--- config.mk ---
export PLATFORM = sky130hd
export DESIGN_NAME = posit_pipe_write_arbiter
export DESIGN_NICKNAME = d
export VERILOG_FILES = /design/src/rtl/posit_pipe_write_arbiter.sv
export SDC_FILE = /design/constraint.sdc
export NUM_CORES = 1
export LEC_CHECK = 0
export CELL_PAD_IN_SITES_DETAIL_PLACEMENT = 0
export CELL_PAD_IN_SITES_GLOBAL_PLACEMENT = 1
export CORE_ASPECT_RATIO = 0.9
export CORE_MARGIN = 10
export CORE_UTILIZATION = 35
export CTS_CLUSTER_DIAMETER = 200
export DETAILED_ROUTE_END_ITERATION = 8
export GPL_TIMING_DRIVEN = 0
export PLACE_DENSITY_LB_ADDON = 0.1
export SETUP_SLACK_MARGIN = 0.15
export SKIP_LAST_GASP = 1
export SLEW_MARGIN = 20
export SYNTH_ARGS = -nofsm -noshare
export SYNTH_HDL_FRONTEND = slang
export SYNTH_SLANG_ARGS = --single-unit
--- constraint.sdc ---
create_clock -name clk -period 3.85 [get_ports clk]
set_input_delay 0.5775 -clock clk [delete_from_list [all_inputs] [get_ports clk]]
set_output_delay 0.5775 -clock clk [all_outputs]
set_load 0.005 [all_outputs]
--- src/rtl/posit_pipe_write_arbiter.sv ---
// Two-requester round-robin arbiter feeding one shared posit pipe.
// The winner's word is latched and held until the pipe acknowledges it.
module posit_pipe_write_arbiter #(
  parameter int PS = 16,
  parameter int CW = 16
) (
  input  logic          clk,
  input  logic          reset,
  input  logic [PS-1:0] s0_write_data,
  input  logic          s0_write_req,
  output logic          s0_write_ack,
  input  logic [PS-1:0] s1_write_data,
  input  logic          s1_write_req,
  output logic          s1_write_ack,
  output logic [PS-1:0] pipe_write_data,
  output logic          pipe_write_req,
  input  logic          pipe_write_ack,
  output logic [CW-1:0] s0_count,
  output logic [CW-1:0] s1_count,
  output logic          owner
);

  localparam logic [1:0] IDLE = 2'd0;
  localparam logic [1:0] SEND = 2'd1;
  localparam logic [1:0] DONE = 2'd2;

  logic [1:0]    state_q, state_d;
  logic [PS-1:0] data_q,  data_d;
  logic          req_q,   req_d;
  logic          ack0_q,  ack0_d;
  logic          ack1_q,  ack1_d;
  logic [CW-1:0] cnt0_q,  cnt0_d;
  logic [CW-1:0] cnt1_q,  cnt1_d;
  logic          owner_q, owner_d;
  logic          ptr_q,   ptr_d;
  logic          grant;

  always_comb begin
    // NOTE: every combinational output gets a default first so no path leaves it unassigned (no latch).
    state_d = state_q;
    data_d  = data_q;
    req_d   = req_q;
    ack0_d  = 1'b0;
    ack1_d  = 1'b0;
    cnt0_d  = cnt0_q;
    cnt1_d  = cnt1_q;
    owner_d = owner_q;
    ptr_d   = ptr_q;
    grant   = (s0_write_req && s1_write_req) ? ptr_q : s1_write_req;

    case (state_q)
      IDLE: begin
        if (s0_write_req || s1_write_req) begin
          owner_d = grant;
          data_d  = grant ? s1_write_data : s0_write_data;
          req_d   = 1'b1;
          state_d = SEND;
        end
      end
      SEND: begin
        if (pipe_write_ack) begin
          req_d   = 1'b0;
          state_d = DONE;
          ptr_d   = ~owner_q;
          if (owner_q) begin
            ack1_d = 1'b1;
            cnt1_d = cnt1_q + CW'(1);
          end else begin
            ack0_d = 1'b1;
            cnt0_d = cnt0_q + CW'(1);
          end
        end
      end
      DONE: state_d = IDLE;
      default: begin
        state_d = IDLE;
        req_d   = 1'b0;
      end
    endcase
  end

  // Reset wins over everything, so an in-flight word is dropped without ack or count.
  always_ff @(posedge clk) begin
    // NOTE: sequential state uses non-blocking assignment so all registers update together.
    if (reset) begin
      state_q <= IDLE;
      data_q  <= '0;
      req_q   <= 1'b0;
      ack0_q  <= 1'b0;
      ack1_q  <= 1'b0;
      cnt0_q  <= '0;
      cnt1_q  <= '0;
      owner_q <= 1'b0;
      ptr_q   <= 1'b0;
    end else begin
      state_q <= state_d;
      data_q  <= data_d;
      req_q   <= req_d;
      ack0_q  <= ack0_d;
      ack1_q  <= ack1_d;
      cnt0_q  <= cnt0_d;
      cnt1_q  <= cnt1_d;
      owner_q <= owner_d;
      ptr_q   <= ptr_d;
    end
  end

  assign pipe_write_data = data_q;
  assign pipe_write_req  = req_q;
  assign s0_write_ack    = ack0_q;
  assign s1_write_ack    = ack1_q;
  assign s0_count        = cnt0_q;
  assign s1_count        = cnt1_q;
  assign owner           = owner_q;

endmodule

==> results.cfg <==
[detailed_routing]
dr_total_vias = 2204
drcViolationCount = 0
first_pass_iters = 4
drtIter0Drc = 59
vias_per_cell = 4.88
ant_nets = 0
drt-total-wl_mm = 6.59
wl_per_cell_um = 14.6

[placement]
hpwlAfterDp_mm = 5.10
port_buffers = 88
dp.cells = 444
place_congestion = 0.737
dpl-instance-area_sq_mm = 0.00341

[worst_setup_path]
start_kind = input port
cp_num_buf_inv = 2
critPathCaptureType = flip-flop
path_cells = clkdlybuf4s50_1 -> nand4b_1 -> buf_2 -> nor4_4 -> nand3_1 -> mux2_2
cpMaxStageDelayCell = clkdlybuf4s50_1
critPathKind = in -> reg
crit_family = buffers and inverters
cp_slowest_stage_delay_ns = 0.60
crit_arrival_ns = 2.38
crit_path_max_fanout = 10
cp.required_ns = 4.05

[synth]
synth-xor-area-share_pct = 6.51
yosysSeqAreaShare_pct = 45.5
synthAdderAreaFrac_pct = 1.03
synth_compound_area_share_pct = 10.4
synthMuxAreaShare_pct = 8.48
synth_area_leader_cell = dfxtp_1
ys_warn_count = 0
netlist_area_sq_mm = 0.00242
synth_enable_flop_cells = 0
syn_inst = 266
synthSimpleGateAreaFrac_pct = 24.3
synth_top_family_by_area = simple AND/OR/NAND/NOR gates
yosys.area.top_type_share_pct = 45.5
synth.area.top_cells = dfxtp_1 45%, nor2_1 7.1%, mux2i_1 6.6%
ys.flop_type = dfxtp_1
synth_cell_types = 35
async_reset_ff_share_pct = 0
synth_nets = 305
ys_seq_elements = 55
synth_area_per_cell_sq_um = 9.10

[die]
die_area_sq_mm = 0.0106
start_util_pct = 36.4
rows = 28
io_pins = 89
core_area_sq_mm = 0.00666
die_y_um = 98.9
dieWidth_um = 108

[timing]
worst_clock_skew_ns = 0.00699
worst_slew_pin_slew_ns = 0.566
tns_ns = 0
grt_setup_unrepaired = no
fin_crit_ns = 2.18
max_freq_ghz = 0.458
period_share_pct = 56.7
finalSetupViolations = 0
hold_violations = 0
finalMaxSlewViolations = 0
maxSlewHeadroom_pct = 62.3

[cells_and_area]
nets = 400
drive_gt1_share_pct = 6.91
layout_common_cells = 88 x clkdlybuf4s50_1, 55 x dfxtp_1, 46 x nor2_1, 16 x mux2i_1, 16 x a211oi_1
final_area_sq_mm = 0.00353
utilization_pct = 53.1
final_common_cell = clkdlybuf4s50_1
syn_to_final_growth_pct = 45.9
stdcell_count = 452
diodes = 0

[clock_tree]
cts_hold_buf = 0
cts_root_buffer = clkbuf_8
path_clk_slew_ns = 0.10
cts_made_buffers = 5
cts.sinks = 55
cts_buffer_depth = 2
cts_resized = 0
cts_max_level = 2
cts_setup_buffers = 0
cts_tree = yes
clkLatencyLatePin_ns = 0.30

[min_path]
hold_path_class = reg -> reg

[global_routing]
grt_overflow = 0
grt_max_degree = 17
antenna_found_initial = 0
grt_first_pass_wirelength_mm = 10.9
grt_pass1_vias = 2173
grt_use_total_pct = 12.4

[power_and_ir_drop]
power_density_mw_per_mm2 = 335
power.leakage_nw = 1.30
ir_drop_uv = 203

[run]
drv_cap = 0

[run_status]
outcome = finished, final reports clean
[per-layer routing]
metal,up-vias,global-route usage [%],wire (um)
met5,-,0,0
met2,49,20.4,3160
li1,1126,-,-
met3,4,4.43,523
met1,1025,15.0,2870
met4,0,2.77,35
[synthesized netlist by cell type, types with 5 or more instances]
| library cell | instances |
|---|---|
| clkbuf_1 | 8 |
| nor2_1 | 46 |
| nand2_1 | 9 |
| nand4_1 | 7 |
| a211oi_1 | 16 |
| xnor2_1 | 15 |
| o21ai_0 | 7 |
| mux2i_1 | 16 |
| nor3_1 | 8 |
| nand3_1 | 11 |
| dfxtp_1 | 55 |
| or3_1 | 5 |
| inv_1 | 10 |
| a21oi_1 | 11 |
[cell type report]
type	instances	area [sq um]
Buffer	13	52.6
Inverter	10	37.5
Clock inverter	2	35.0
Fill cell	642	3120
Timing Repair Buffer	88	881
Sequential cell	55	1100
Clock buffer	6	82.6
Multi-Input combinational cell	188	1230
Tap cell	90	113
[tightest hold or removal path, cell delays in order (launching register included)]
cell and delay (ns):
dfxtp_1 0.35, nand2_1 0.06, a21oi_1 0.05
[logic make-up (layout without fill, tap and decap cells)]
family                   after synthesis  after routing
buffers and inverters                 23            119
AND/OR/NAND/NOR                      109            109
flip-flops                            55             55
AO/OA/AOI/OAI                         39             39
adder cells (fa/ha/maj)                2              2
XOR/XNOR                              18             18
multiplexers                          20             20
[final timing paths]
path,from,endpoint,slack [ns],cells after the start
hold reg to reg,s1_count[1],s1_count[1],0.50,2
setup reg to reg,state_q[0],s1_count[13],2.06,5
setup / recovery,pipe_write_ack,s1_count[13],1.67,6
hold / removal,s1_count[1],s1_count[1],0.50,2
[flip-flops by register name, summed over array words and instances (netlist names)]
name	cells
s1_write_ack	1
pipe_write_req	1
owner	1
s0_count	16
s0_write_ack	1
state_q	2
ptr_q	1
pipe_write_data	16
s1_count	16
[power breakdown]
group,switching [W],total [W],internal (W)
sequential,0.0000172,0.000612,0.000594
clock,0.000183,0.000394,0.000211
combinational,0.0000760,0.000179,0.000103
total,0.000276,0.00118,0.000909
[metrics by stage]
step,worst slack [ns],total power (W),hold WS [ns]
floorplan,2.12,0.000697,0.469
global placement,1.36,0.000805,0.487
detailed placement,1.34,0.000807,0.491
CTS,1.67,0.00121,0.506
global route,1.53,0.00124,0.531
finish,1.67,0.00118,0.499
Note: power is estimated with default switching activity, not from simulation.
